<file path="config.mk">
export PLATFORM = sky130hd
export DESIGN_NAME = ysyx_22040729_mem_arbiter
export DESIGN_NICKNAME = d
export VERILOG_FILES = /design/src/rtl/ysyx_22040729_mem_pkg.sv /design/src/rtl/ysyx_22040729_arb2.sv /design/src/rtl/ysyx_22040729_mem_arbiter.sv
export SDC_FILE = /design/constraint.sdc
export NUM_CORES = 1
export LEC_CHECK = 0
export ABC_AREA = 1
export BUFFER_PORTS_ARGS = -buffer_cell sky130_fd_sc_hd__buf_2
export CAP_MARGIN = 40
export CORE_AREA = 3 3 138 140
export DETAILED_ROUTE_END_ITERATION = 6
export DIE_AREA = 0 0 141 143
export PLACE_DENSITY = 0.77
export SETUP_SLACK_MARGIN = 0.2
export SLEW_MARGIN = 15
export SYNTH_ARGS = -nofsm -noshare
export SYNTH_HDL_FRONTEND = slang
export SYNTH_SLANG_ARGS = --single-unit
</file>
<file path="constraint.sdc">
create_clock -name clk -period 3.99 [get_ports clk]
set_input_delay 0.798 -clock clk [delete_from_list [all_inputs] [get_ports clk]]
set_output_delay 0.798 -clock clk [all_outputs]
set_load 0.05 [all_outputs]
</file>
<file path="src/rtl/ysyx_22040729_mem_pkg.sv">
// Shared types and constants for the IFU/LSU memory arbiter.
// Optional build macro: YSYX_22040729_MEM_ARB_RR_EN (round-robin arbitration).
package ysyx_22040729_mem_pkg;

  typedef enum logic [1:0] {
    IDLE   = 2'd0,
    ACCESS = 2'd1,
    MERGE  = 2'd2,
    DONE   = 2'd3
  } state_e;

  // Values double as bit positions in the request/grant vectors
  typedef enum logic {
    REQ_IFU = 1'b0,
    REQ_LSU = 1'b1
  } req_id_e;

  localparam int DW_DEF = 64;
  localparam int MW = DW_DEF / 8;
  localparam logic [MW-1:0] FULL_MASK = {MW{1'b1}};

endpackage

</file>
<file path="src/rtl/ysyx_22040729_arb2.sv">
// Two-way arbiter with one-hot grant; fixed LSU-first priority by default,
// round-robin with a last-grant register under YSYX_22040729_MEM_ARB_RR_EN.
module ysyx_22040729_arb2
  import ysyx_22040729_mem_pkg::*;
(
`ifdef YSYX_22040729_MEM_ARB_RR_EN
  input  logic       clk,
  input  logic       rst,
  input  logic       i_hs,
`endif
  input  logic [1:0] i_req,
  output logic [1:0] o_gnt
);

`ifdef YSYX_22040729_MEM_ARB_RR_EN
  logic r_last_lsu;

  // Starts as if the LSU won last, so the IFU takes the first tie
  always_ff @(posedge clk or posedge rst) begin
    if (rst) begin
      r_last_lsu <= 1'b1;
    end else if (i_hs) begin
      r_last_lsu <= o_gnt[REQ_LSU];
    end
  end

  always_comb begin
    o_gnt = 2'b00;
    if (&i_req) begin
      if (r_last_lsu) o_gnt[REQ_IFU] = 1'b1;
      else            o_gnt[REQ_LSU] = 1'b1;
    end else begin
      o_gnt = i_req;
    end
  end
`else
  always_comb begin
    o_gnt = 2'b00;
    if (i_req[REQ_LSU])      o_gnt[REQ_LSU] = 1'b1;
    else if (i_req[REQ_IFU]) o_gnt[REQ_IFU] = 1'b1;
  end
`endif

endmodule

</file>
<file path="src/rtl/ysyx_22040729_mem_arbiter.sv">
// Shares one single-port memory between IFU and LSU; masked stores become RMW.
// Optional build macro: YSYX_22040729_MEM_ARB_RR_EN (round-robin arbitration).
module ysyx_22040729_mem_arbiter
  import ysyx_22040729_mem_pkg::*;
#(
  parameter int DATA_DEPTH = 65536,
  parameter int ADDR_WIDTH = $clog2(DATA_DEPTH),
  parameter int INST_WIDTH = 32,
  parameter int DATA_WIDTH = 64
) (
  input  logic                    clk,
  input  logic                    rst,
  input  logic                    ifu_req_valid,
  output logic                    ifu_req_ready,
  input  logic [ADDR_WIDTH-1:0]   ifu_addr,
  output logic                    ifu_rsp_valid,
  output logic [INST_WIDTH-1:0]   ifu_rdata,
  input  logic                    lsu_req_valid,
  output logic                    lsu_req_ready,
  input  logic                    lsu_wen,
  input  logic [ADDR_WIDTH-1:0]   lsu_addr,
  input  logic [DATA_WIDTH-1:0]   lsu_wdata,
  input  logic [DATA_WIDTH/8-1:0] lsu_wmask,
  output logic                    lsu_rsp_valid,
  output logic [DATA_WIDTH-1:0]   lsu_rdata,
  output logic                    mem_wen,
  output logic [ADDR_WIDTH-1:0]   mem_addr,
  output logic [DATA_WIDTH-1:0]   mem_wdata,
  input  logic [DATA_WIDTH-1:0]   mem_rdata
);

  localparam int LMW = DATA_WIDTH / 8;

  state_e                r_state;
  req_id_e               r_owner;
  logic [ADDR_WIDTH-1:0] r_addr;
  logic                  r_wen;
  logic [DATA_WIDTH-1:0] r_wdata;
  logic [LMW-1:0]        r_wmask;

  logic [1:0]            w_req;
  logic [1:0]            w_gnt;
  logic                  w_idle;
  logic                  w_ifu_hs;
  logic                  w_lsu_hs;
  logic                  w_full;
  logic [DATA_WIDTH-1:0] w_merge;

  assign w_req = {lsu_req_valid, ifu_req_valid};

  ysyx_22040729_arb2 u_arb (
`ifdef YSYX_22040729_MEM_ARB_RR_EN
    .clk   (clk),
    .rst   (rst),
    .i_hs  (w_ifu_hs | w_lsu_hs),
`endif
    .i_req (w_req),
    .o_gnt (w_gnt)
  );

  assign w_idle        = (r_state == IDLE) && !rst;
  assign ifu_req_ready = w_idle & w_gnt[REQ_IFU];
  assign lsu_req_ready = w_idle & w_gnt[REQ_LSU];
  assign w_ifu_hs      = ifu_req_valid & ifu_req_ready;
  assign w_lsu_hs      = lsu_req_valid & lsu_req_ready;
  assign w_full        = &r_wmask;

  for (genvar g = 0; g < LMW; g++) begin : g_merge
    assign w_merge[8*g +: 8] = r_wmask[g] ? r_wdata[8*g +: 8]
                                          : mem_rdata[8*g +: 8];
  end

  always_ff @(posedge clk or posedge rst) begin
    if (rst) begin
      r_state <= IDLE;
      r_owner <= REQ_IFU;
      r_addr  <= '0;
      r_wen   <= 1'b0;
      r_wdata <= '0;
      r_wmask <= '0;
    end else begin
      unique case (r_state)
        IDLE: begin
          if (w_lsu_hs) begin
            r_owner <= REQ_LSU;
            r_addr  <= lsu_addr;
            r_wen   <= lsu_wen;
            r_wdata <= lsu_wdata;
            r_wmask <= lsu_wmask;
            r_state <= ACCESS;
          end else if (w_ifu_hs) begin
            r_owner <= REQ_IFU;
            r_addr  <= ifu_addr;
            r_wen   <= 1'b0;
            r_wdata <= '0;
            r_wmask <= '0;
            r_state <= ACCESS;
          end
        end
        ACCESS:  r_state <= (r_wen && !w_full) ? MERGE : DONE;
        MERGE:   r_state <= DONE;
        DONE:    r_state <= IDLE;
        default: r_state <= IDLE;
      endcase
    end
  end

  always_comb begin
    mem_wen       = 1'b0;
    mem_addr      = '0;
    mem_wdata     = '0;
    ifu_rsp_valid = 1'b0;
    ifu_rdata     = '0;
    lsu_rsp_valid = 1'b0;
    lsu_rdata     = '0;
    unique case (r_state)
      ACCESS: begin
        mem_addr = r_addr;
        if (r_wen && w_full) begin
          mem_wen   = 1'b1;
          mem_wdata = r_wdata;
        end
      end
      MERGE: begin
        mem_wen   = 1'b1;
        mem_addr  = r_addr;
        mem_wdata = w_merge;
      end
      DONE: begin
        // Read data arrives now from the address issued in ACCESS
        if (r_owner == REQ_LSU) begin
          lsu_rsp_valid = 1'b1;
          if (!r_wen) lsu_rdata = mem_rdata;
        end else begin
          ifu_rsp_valid = 1'b1;
          ifu_rdata     = mem_rdata[INST_WIDTH-1:0];
        end
      end
      default: ;
    endcase
  end

endmodule

</file>
After elaboration in Yosys (flattened, before gate mapping)
Index checks and enable logic that the tools add are counted.
Widths: inputs -> output; s select.
Operators by class
  equality and inequality tests: 4
  muxes and demuxes: 38
  bitwise logic cells: 4
  reductions and logical operators: 10
Operators with widths (count)
  $mux 64: 6
  $pmux 64 s2: 1
  $mux 8: 10
  $mux 32: 2
  $mux 16: 3
  $mux 1: 12
  $pmux 2 s4: 1
  $reduce_and 8->1: 1
  $and 1x1->1: 4
  $eq 2x2->1 const B: 2
  $mux 2: 2
  $logic_and 1x1->1: 3
  $ne 3x3->1 const B: 1
  $eq 2x1->1 const B: 1
  $logic_not 1->1: 2
  $logic_not 2->1: 1
  $pmux 1 s2: 1
  $reduce_and 2->1: 1
  $reduce_bool 2->1: 1
  $reduce_or 2->1: 1
Storage, ports and cells
  flip-flop bits (word level): 92
  bits of input ports: 173
  output and inout bits: 181
  logic and storage cells: 62

Longest topological paths before layout
Gate-level depths: netlist of run 1.
  word-level depth: 7
  depth in mapped cells: 9
  depth with buffers taken out: 9

Cells and area by module
From an unflattened synthesis of run 1, not the netlist that was laid out.
Unflattened totals
  cell total of the unflattened synthesis: 963
  area total of the unflattened synthesis: 6169.7 sq um
Modules (own cells, without submodules)
  ysyx_22040729_mem_arbiter: instances 1, cells each 960, area an instance 6152.2 sq um, seq. area each 2302.2 sq um
  ysyx_22040729_arb2: instances 1, cells each 3, area an instance 17.5 sq um, seq. area each 0.0 sq um

Worst setup path after synthesis of run 1
No wires, ideal clock.
  kind: input to output
  start: in rst
  end: out lsu_req_ready
  arrival: 3087 ps
  required time: 3192 ps
  slack: 105 ps
  cell stages on the path: 4
  path buffers: 1
  cells stage by stage: inv_2 nand3_2 inv_2 clkbuf_1
On the way
  word-level cells in the longest chain between the ends: 3
RTL lines
  start: declaration: RTL line ysyx_22040729_mem_arbiter.sv:12  | input logic rst,
  $logic_not 1->1 (no source line)
  $logic_and 1x1->1: RTL line ysyx_22040729_mem_arbiter.sv:61  | assign w_idle = (r_state == IDLE) && !rst;
  $and 1x1->1: RTL line ysyx_22040729_mem_arbiter.sv:63  | assign lsu_req_ready = w_idle & w_gnt[REQ_LSU];
  end: declaration: RTL line ysyx_22040729_mem_arbiter.sv:19  | output logic lsu_req_ready,
No other way between the ends.

Worst setup path after layout of run 1
  start: reg r_state[0]
  end: out mem_wdata[16]
On the way
  word-level cells in the longest chain between the ends: 2
  elaborated cells on any way between the ends: 3
  those cells by class: eq/ne: 2; mux: 1
RTL lines
  start: declaration: RTL line ysyx_22040729_mem_arbiter.sv:34  | state_e r_state;
  start signal: assignment: RTL line ysyx_22040729_mem_arbiter.sv:100  | ACCESS: r_state <= (r_wen && !w_full) ? MERGE : DONE;
  $eq 2x2->1 / $eq 2x1->1 (equally long branches): RTL line ysyx_22040729_mem_arbiter.sv:116  | unique case (r_state)
  $pmux 64 s2 (*): RTL line ysyx_22040729_mem_arbiter.sv:116
  end: declaration: RTL line ysyx_22040729_mem_arbiter.sv:28  | output logic [DATA_WIDTH-1:0] mem_wdata,
Every way passes the cells marked *; elsewhere a longest branch is shown, timed or not.

==> metrics.md, run 1 <==
| Metric | Value |
|---|---|
| Setup_tns | 0 ns |
| I/O pins | 354 |
| Worst R2R Start | r_state[0] |
| DR pass1 iterations | 4 |
| Net Switching | 0.00411 W |
| Worst-path fanout max | 26 |
| PwrDens | 817 nW/um^2 |
| Crit path arrival time | 2.63 ns |
| Total track usage | 21.8% |
| DR WL met2 | 11.0 mm |
| Remaining global-route overflow | 0 |
| Number of max-cap violations | 0 |
| Register clock-pin slew on the reported worst setup and hold paths | 0.07 ns |
| Vias in the first global route | 6,743 |
| FP Rows | 49 |
| DRT Wirelength | 23.0 mm |
| Global-route wire length before repair | 35.0 mm |
| Net Count, Synth | 1,109 |
| Starting density of the core | 35.3% |
| Initial antenna violation count | 3 |
| Internal Pwr Total | 0.00281 W |
| Worst setup margin | 0.560 ns |
| Area occupied by multi-input gates | 3070 sq um |
| Final Hold Viols | 0 |
| Setup Fix Bufs, Post-CTS | 0 |
| Worst setup EP type | output pin |
| Gpl congestion | 0.879 |
| Placeable Area | 18,000 sq um |
| Sequential share of power | 25.5% |
| Mapped Area | 6340 sq um |
| Buffers on Ports | 353 |
| Sw Share | 59.4% |
| Vert. Die Dim | 143 microns |
| Worst Path Required | 3.19 ns |
| Fill count | 1,809 |
| H-tree levels | 3 |
| Vias per std cell | 4.80 |
| DRC | 0 |
| Hpwl dp | 17.3 mm |
| Min-Delay Path Class | input pin to async pin |
| Most common cell after layout, fill and taps aside | buf_2 |
| Met3 Routed Length | 1.66 mm |
| Status | finished, final reports clean |
| Place WS | 0.912 ns |
| Clock Latency Late Sink | 0.34 ns |
| Post-CTS Hold Buffers | 0 |
| Reg2Reg Depth | 7 |
| Clock Skew | 0.00792 ns |
| Layout cells sized above 1 | 39.5% |
| Path type of the worst setup path | flip-flop to output pin |
| Rel. slew slack | 48.6% |
| Final setup viols | 0 |
| Yosys top cell area share | 36.3% |
| Avg WL per Cell | 15.5 microns |
| CP Launch Type | flip-flop |
| DIE AREA | 20,200 sq um |
| Sequential cell area | 2300 sq um |
| CTS tree | built |
| Top cells by area, synth | dfrtp_1 (36%), o21ai_0 (10%), inv_1 (8.9%) |
| CTS Sinks | 92 |
| Slew Limit Fails | 0 |
| Vias after detailed routing | 7,097 |
| Final ANT Viol Nets | 0 |
| Reg-to-Reg End | r_state[1] |
| Tcrit/Tclk final | 86.0% |
| Seq/Total Area, Yosys | 36.3% |
| Cells after synthesis | 931 |
| Register-to-Register Setup Slack | 1.54 ns |
| CTS resizes | 0 |
| Max VDD drop | 0.538 mV |
| Layout area overhead | 33.6% |
| Combinational power share | 62.2% |
| Synth Register Bits | 92 |
| Syn_area_per_cell | 6.81 sq um |
| Most frequent cells in the layout | buf_2 (353), inv_1 (150), nand2_1 (146), o21ai_0 (132), nor2_1 (114) |
| Lkg Pwr | 4.73 nW |
| Initial drt markers | 344 |
| Top Metal Used | met5 |
| Die X | 141 microns |
| Least-Margin Pin Slew | 0.772 ns |
| Clock buffer depth | 2 |
| Cell accounting for the most synthesized area | dfrtp_1 |
| Crit path time final | 3.43 ns |
| Warnings, synthesis | 0 |
| CTS Root Cell | clkbuf_16 |
| Cts bufs inserted | 9 |
| Post-Route M1 WL | 9.58 mm |
| Nets | 1,421 |
| Synth unique cells | 23 |
| Largest net degree at the start of global routing | 90 |
| Clock share of power | 12.3% |
| RSZ-0062 raised after global routing | no |
| Fmax | 292 MHz |
[critical path, stage by stage, from the launching register on]
cell and delay, ns:
dfrtp_1 0.42, inv_1 0.11, ha_1 0.32, clkinv_2 0.46
buf_4 0.47, a21oi_2 0.20, buf_2 0.29
[how the worst max path moves through the flow]
stage | startpoint | to | depth (start not counted)
finish | r_state[0] | mem_wdata[16] | 6
global route | r_wmask[5] | mem_wdata[42] | 8
CTS | r_wmask[5] | mem_wdata[45] | 8
detailed placement | r_wmask[5] | mem_wdata[45] | 8
global placement | r_wmask[5] | mem_wdata[42] | 8
floorplan | rst | lsu_req_ready | 4
[Yosys cell counts]
library cell	n
dfrtp_1	92
a21oi_2	50
inv_2	5
clkbuf_1	35
buf_8	1
nand2_1	148
buf_12	5
nand3_2	1
nand3_1	1
o21a_1	1
inv_1	150
buf_2	16
o21ai_1	32
o21ai_0	132
buf_1	4
a21oi_1	78
nor2_1	114
a22o_1	1
nand2_2	51
nor2_2	2
nor2_4	1
ha_1	5
buf_4	6
[through the flow]
step	hold slack, ns	total power [W]	instance area (sq um)	utilization, %	std cells
floorplan	0.459	0.00500	6340	-	931
global placement	0.474	0.00601	8140	45.3	1459
detailed placement	0.479	0.00609	8180	45.5	1461
CTS	0.392	0.00697	8470	47.1	1477
global route	0.396	0.00738	8470	47.1	1478
finish	0.397	0.00692	8470	47.1	1478
[power groups by stage]
stage	Combinational, W	Clock, W	Sequential [W]
2_1_floorplan	0.00346	0	0.00154
3_3_place_gp	0.00426	0	0.00175
3_5_place_dp	0.00432	0	0.00177
4_1_cts	0.00433	0.000886	0.00176
5_1_grt	0.00463	0.000923	0.00182
6_report	0.00430	0.000853	0.00176
[cell type report]
class                   count  share of cell area [%]
repair buffers            368                    22.8
multi-input cells         617                    36.3
flip-flops and latches     92                    27.2
clock inverters             4                   0.591
inverters                 155                    6.91
clock buffers              12                    2.79
well taps                 229                    3.38
diodes                      1                  0.0295
[routing by layer]
layer / vias to the layer above / track usage (%)
met2: 289 / 38.2
met3: 42 / 4.22
met1: 3245 / 26.6
li1: 3517 / -
met4: 4 / 8.62
met5: - / 0
[sequential cells by signal (all words and copies together) (netlist names)]
register / flops
r_wdata: 64
r_addr: 16
r_wmask: 8
r_state: 2
r_owner: 1
r_wen: 1
[kinds of logic after synthesis]
kind of cell / Yosys count / synth area share, %
adder cells (fa/ha/maj): 5 / 0.987
buffers and inverters: 222 / 15.3
AND/OR/NAND/NOR: 318 / 21.2
flip-flops: 92 / 36.3
AO/OA/AOI/OAI: 294 / 26.3
No activity file was read; power rests on OpenSTA's default activity.
==> inputs of run 2 (changes only) <==
--- a/config.mk
+++ b/config.mk
@@ -11,6 +11,7 @@
 export CORE_AREA = 3 3 138 140
 export DETAILED_ROUTE_END_ITERATION = 6
 export DIE_AREA = 0 0 141 143
+export MAX_ROUTING_LAYER = met4
 export PLACE_DENSITY = 0.77
 export SETUP_SLACK_MARGIN = 0.2
 export SLEW_MARGIN = 15
==> metrics.md, run 2 (synthesis results as in run 1) <==
| Metric | Value |
|---|---|
| Status | finished, final reports clean |
| Remaining global-route overflow | 0 |
| Vert. Die Dim | 143 microns |
| Vias after detailed routing | 7,104 |
| Cts bufs inserted | 9 |
| Least-Margin Pin Slew | 0.766 ns |
| Lkg Pwr | 4.73 nW |
| Worst setup margin | 0.572 ns |
| Final setup viols | 0 |
| Avg WL per Cell | 15.5 microns |
| Clock buffer depth | 2 |
| Layout cells sized above 1 | 39.5% |
| Hpwl dp | 17.3 mm |
| Register clock-pin slew on the reported worst setup and hold paths | 0.07 ns |
| Crit path largest cell delay | 0.73 ns |
| CTS resizes | 0 |
| RSZ-0062 raised after global routing | no |
| Power Total | 0.00692 W |
| I/O pins | 354 |
| Worst-path fanout max | 24 |
| Most common cell after layout, fill and taps aside | buf_2 |
| CTS Root Cell | clkbuf_16 |
| Layout area overhead | 33.7% |
| Sequential cell area | 2300 sq um |
| Setup_tns | 0 ns |
| Clock Latency Late Sink | 0.33 ns |
| Total track usage | 22.6% |
| Place WS | 0.912 ns |
| DRT Wirelength | 23.0 mm |
| Tcrit/Tclk final | 85.7% |
| Max VDD drop | 0.543 mV |
| CP max stage cell | dfrtp_1 |
| Largest registers | r_wdata (64), r_addr (16), r_wmask (8) |
| Largest net degree at the start of global routing | 90 |
| Fmax | 293 MHz |
| Crit path time final | 3.42 ns |
| CTS Sinks | 92 |
| CP Launch Type | flip-flop |
| Buffers on Ports | 353 |
| Vias in the first global route | 6,725 |
| DRC | 0 |
| Crit path arrival time | 2.62 ns |
| Global-route wire length before repair | 35.0 mm |
| CTS tree | built |
| Reg with most FFs | r_wdata |
| Final Hold Viols | 0 |
| Slew Limit Fails | 0 |
| Initial antenna violation count | 3 |
| Setup Fix Bufs, Post-CTS | 0 |
| Most frequent cells in the layout | buf_2 (353), inv_1 (150), nand2_1 (146), o21ai_0 (132), nor2_1 (114) |
| Min-Delay Path Class | input pin to async pin |
| Max reg flops | 64 |
| Nets | 1,421 |
| Worst Path Required | 3.19 ns |
| Initial drt markers | 368 |
| Fill count | 1,806 |
| FP Rows | 49 |
| Gpl congestion | 0.894 |
| Crit-path cells | nand2_1 > nor2_2 > nand2_2 > nor2_4 > buf_4 > nand2_1 > a21oi_1 > buf_2 |
| Cell area after placement | 8180 sq um |
| Clock Skew | 0.00733 ns |
| DR pass1 iterations | 4 |
| H-tree levels | 3 |
| Number of max-cap violations | 0 |
| Die X | 141 microns |
| Starting density of the core | 35.3% |
| Rel. slew slack | 48.9% |
| Final ANT Viol Nets | 0 |
| Worst setup EP type | output pin |
| Area occupied by multi-input gates | 3070 sq um |
| Vias per std cell | 4.80 |
| Path type of the worst setup path | flip-flop to output pin |
| Post-route cell area | 8470 sq um |
| Fin util | 47.2% |
| DIE AREA | 20,200 sq um |
| Most used cell, CP | nand2_1 |
| PwrDens | 816 nW/um^2 |
| Post-CTS Hold Buffers | 0 |
| Placeable Area | 18,000 sq um |
run 2: cell count changes in the layout (fill, tap and decap cells not counted), sizes merged:
cell and delta:
diode +2
run 2: area by class of cell:
type                    count  area share, %
clock inverters             4          0.591
flip-flops and latches     92           27.2
clock buffers              12           2.79
inverters                 155           6.91
diodes                      3         0.0886
multi-input cells         617           36.3
well taps                 229           3.38
repair buffers            368           22.8
run 2: worst paths after layout:
| kind | from | to | cells after the start | slack [ns] |
|---|---|---|---|---|
| setup / recovery | r_wmask[7] | mem_wdata[45] | 8 | 0.57 |
| setup reg to reg | r_state[0] | r_state[1] | 7 | 1.54 |
| max in group asynchronous | rst | r_wmask[0] | 4 | 2.53 |
| min in group clk | r_addr[4] | r_addr[4] | 2 | 0.49 |
| hold / removal | rst | r_wen | 2 | 0.40 |
| hold reg to reg | r_addr[4] | r_addr[4] | 2 | 0.49 |
run 2: where the power goes:
group	internal [W]	switching [W]	leakage [nW]
clock	0.000486	0.000367	0.133
sequential	0.00134	0.000425	1.19
combinational	0.000987	0.00331	3.41
total	0.00281	0.00411	4.73
run 2: metrics by stage:
step | hold slack [ns] | std cells
2_1_floorplan | 0.459 | 931
3_3_place_gp | 0.474 | 1459
3_5_place_dp | 0.479 | 1461
4_1_cts | 0.392 | 1477
5_1_grt | 0.396 | 1480
6_report | 0.400 | 1480
run 2: layer usage:
metal,part of all wire [%],vias to the layer above,wire [microns],track usage [%]
met5,0,-,0,-
met4,3.0,0,685,8.47
met3,7.2,38,1660,3.75
met2,48,303,11100,38.1
met1,42,3245,9580,27.2
li1,-,3518,-,-
run 2: worst max-delay path, delay by kind of cell (launching register included):
kind / cells / cell delay [ns]
compound gates: 1 / 0.13
simple gates: 5 / 0.72
buf+inv: 2 / 0.69
flops: 1 / 0.73
==> inputs of run 3 (changes only) <==
==> constraint.sdc (replaced) <==
create_clock -name clk -period 3.99 [get_ports clk]
set_input_delay 0.798 -clock clk [delete_from_list [all_inputs] [get_ports clk]]
set_output_delay 0.798 -clock clk [all_outputs]
set_load 0.005 [all_outputs]
==> metrics.md, run 3 (synthesis results as in run 1) <==
| Metric | Value |
|---|---|
| Max reg flops | 64 |
| Final setup viols | 0 |
| Clock Latency Late Sink | 0.34 ns |
| Internal Pwr Total | 0.00286 W |
| Clock share of power | 17.4% |
| Post-route cell area | 8490 sq um |
| Avg WL per Cell | 15.5 microns |
| Final Hold Viols | 0 |
| Die X | 141 microns |
| Largest registers | r_wdata (64), r_addr (16), r_wmask (8) |
| Setup Fix Bufs, Post-CTS | 0 |
| Status | finished, final reports clean |
| Most frequent cells in the layout | buf_2 (353), inv_1 (150), nand2_1 (146), o21ai_0 (132), nor2_1 (114) |
| Cell area after placement | 8170 sq um |
| Worst setup margin | 0.501 ns |
| Area occupied by multi-input gates | 3070 sq um |
| Max VDD drop | 0.614 mV |
| Vias per std cell | 4.85 |
| Lkg Pwr | 4.74 nW |
| Register-to-Register Setup Slack | 1.38 ns |
| Fill count | 1,846 |
| Net Switching | 0.00257 W |
| Worst-path fanout max | 24 |
| Final ANT Viol Nets | 0 |
| Combinational power share | 49.7% |
| Sequential cell area | 2300 sq um |
| CTS Sinks | 92 |
| FP Rows | 49 |
| Buffers on Ports | 353 |
| Number of max-cap violations | 0 |
| Slew Limit Fails | 0 |
| Worst hold slack | 0.494 ns |
| Post-CTS Hold Buffers | 0 |
| Vias in the first global route | 7,030 |
| Reg with most FFs | r_wdata |
| Fmax | 287 MHz |
| Initial antenna violation count | 1 |
| Initial drt markers | 338 |
| PwrDens | 638 nW/um^2 |
| DIE AREA | 20,200 sq um |
| Place WS | 0.844 ns |
| CP Launch Type | flip-flop |
| Sw Share | 47.3% |
| Clock buffer depth | 2 |
| Clock Skew | 0.00643 ns |
| Tcrit/Tclk final | 87.4% |
| Hpwl dp | 17.0 mm |
| Nets | 1,420 |
| Worst Path Required | 3.19 ns |
| DR pass1 iterations | 6 |
| Worst setup EP type | output pin |
| Starting density of the core | 35.3% |
| Global-route wire length before repair | 35.6 mm |
| H-tree levels | 3 |
| Layout area overhead | 33.9% |
| Rel. slew slack | 47.9% |
| Remaining global-route overflow | 0 |
| Cts bufs inserted | 9 |
| Min-Delay Path Class | flip-flop to flip-flop |
| Total track usage | 22.9% |
| Largest net degree at the start of global routing | 90 |
| Setup_tns | 0 ns |
| Sequential share of power | 32.9% |
| Least-Margin Pin Slew | 0.779 ns |
| CTS resizes | 0 |
| CTS tree | built |
| DRT Wirelength | 23.0 mm |
| Register clock-pin slew on the reported worst setup and hold paths | 0.07 ns |
| Most common cell after layout, fill and taps aside | buf_2 |
| Layout cells sized above 1 | 39.7% |
| Vias after detailed routing | 7,160 |
| Path type of the worst setup path | flip-flop to output pin |
| DRC | 0 |
| CTS Root Cell | clkbuf_16 |
| Placeable Area | 18,000 sq um |
| Gpl congestion | 0.898 |
| Vert. Die Dim | 143 microns |
| Crit path arrival time | 2.69 ns |
| RSZ-0062 raised after global routing | no |
| Crit path time final | 3.49 ns |
| I/O pins | 354 |
-- run 3: cell type report --
cell class                      instances  area share, %
Clock inverter                          7           1.16
Tap cell                              229           3.37
Timing Repair Buffer                  367           22.6
Sequential cell                        92           27.1
Antenna cell                            1         0.0295
Multi-Input combinational cell        617           36.2
Clock buffer                            9           2.65
Inverter                              155           6.90
-- run 3: critical path, stage by stage (launching register included) --
cell and delay [ns]:
dfrtp_1 0.70, nand2_1 0.18, nor2_2 0.17, nand2_2 0.09, nor2_4 0.58, buf_12 0.28, nand2_2 0.07, a21oi_2 0.12
buf_2 0.13
-- run 3: metal layers --
layer	vias up	share of wire [%]	GRT usage, %
li1	3517	-	-
met1	3288	40	26.1
met2	319	50	40.8
met3	36	7.5	3.68
met4	0	2.4	8.11
met5	-	0	-
-- run 3: power groups by stage --
stage | Sequential (W) | Combinational (W) | Clock [W]
6_report | 0.00178 | 0.00269 | 0.000942
5_1_grt | 0.00184 | 0.00305 | 0.00101
4_1_cts | 0.00178 | 0.00271 | 0.000977
3_5_place_dp | 0.00179 | 0.00270 | 0
3_3_place_gp | 0.00178 | 0.00264 | 0
2_1_floorplan | 0.00154 | 0.00188 | 0
-- run 3: metrics by stage --
step	util [%]	std cells	total power, W
finish	47.3	1477	0.00542
global route	47.3	1477	0.00591
CTS	47.3	1476	0.00547
detailed placement	45.5	1460	0.00450
global placement	45.4	1459	0.00442
floorplan	-	931	0.00342
-- run 3: final timing paths --
| check | end | cells past startpoint | startpoint |
|---|---|---|---|
| setup reg to reg | r_state[1] | 8 | r_state[0] |
| hold / removal | r_addr[2] | 2 | r_addr[2] |
| min in group asynchronous | r_state[0] | 3 | rst |
| max in group asynchronous | r_wdata[31] | 4 | rst |
| hold reg to reg | r_addr[2] | 2 | r_addr[2] |
| setup / recovery | mem_wdata[19] | 8 | r_wmask[2] |
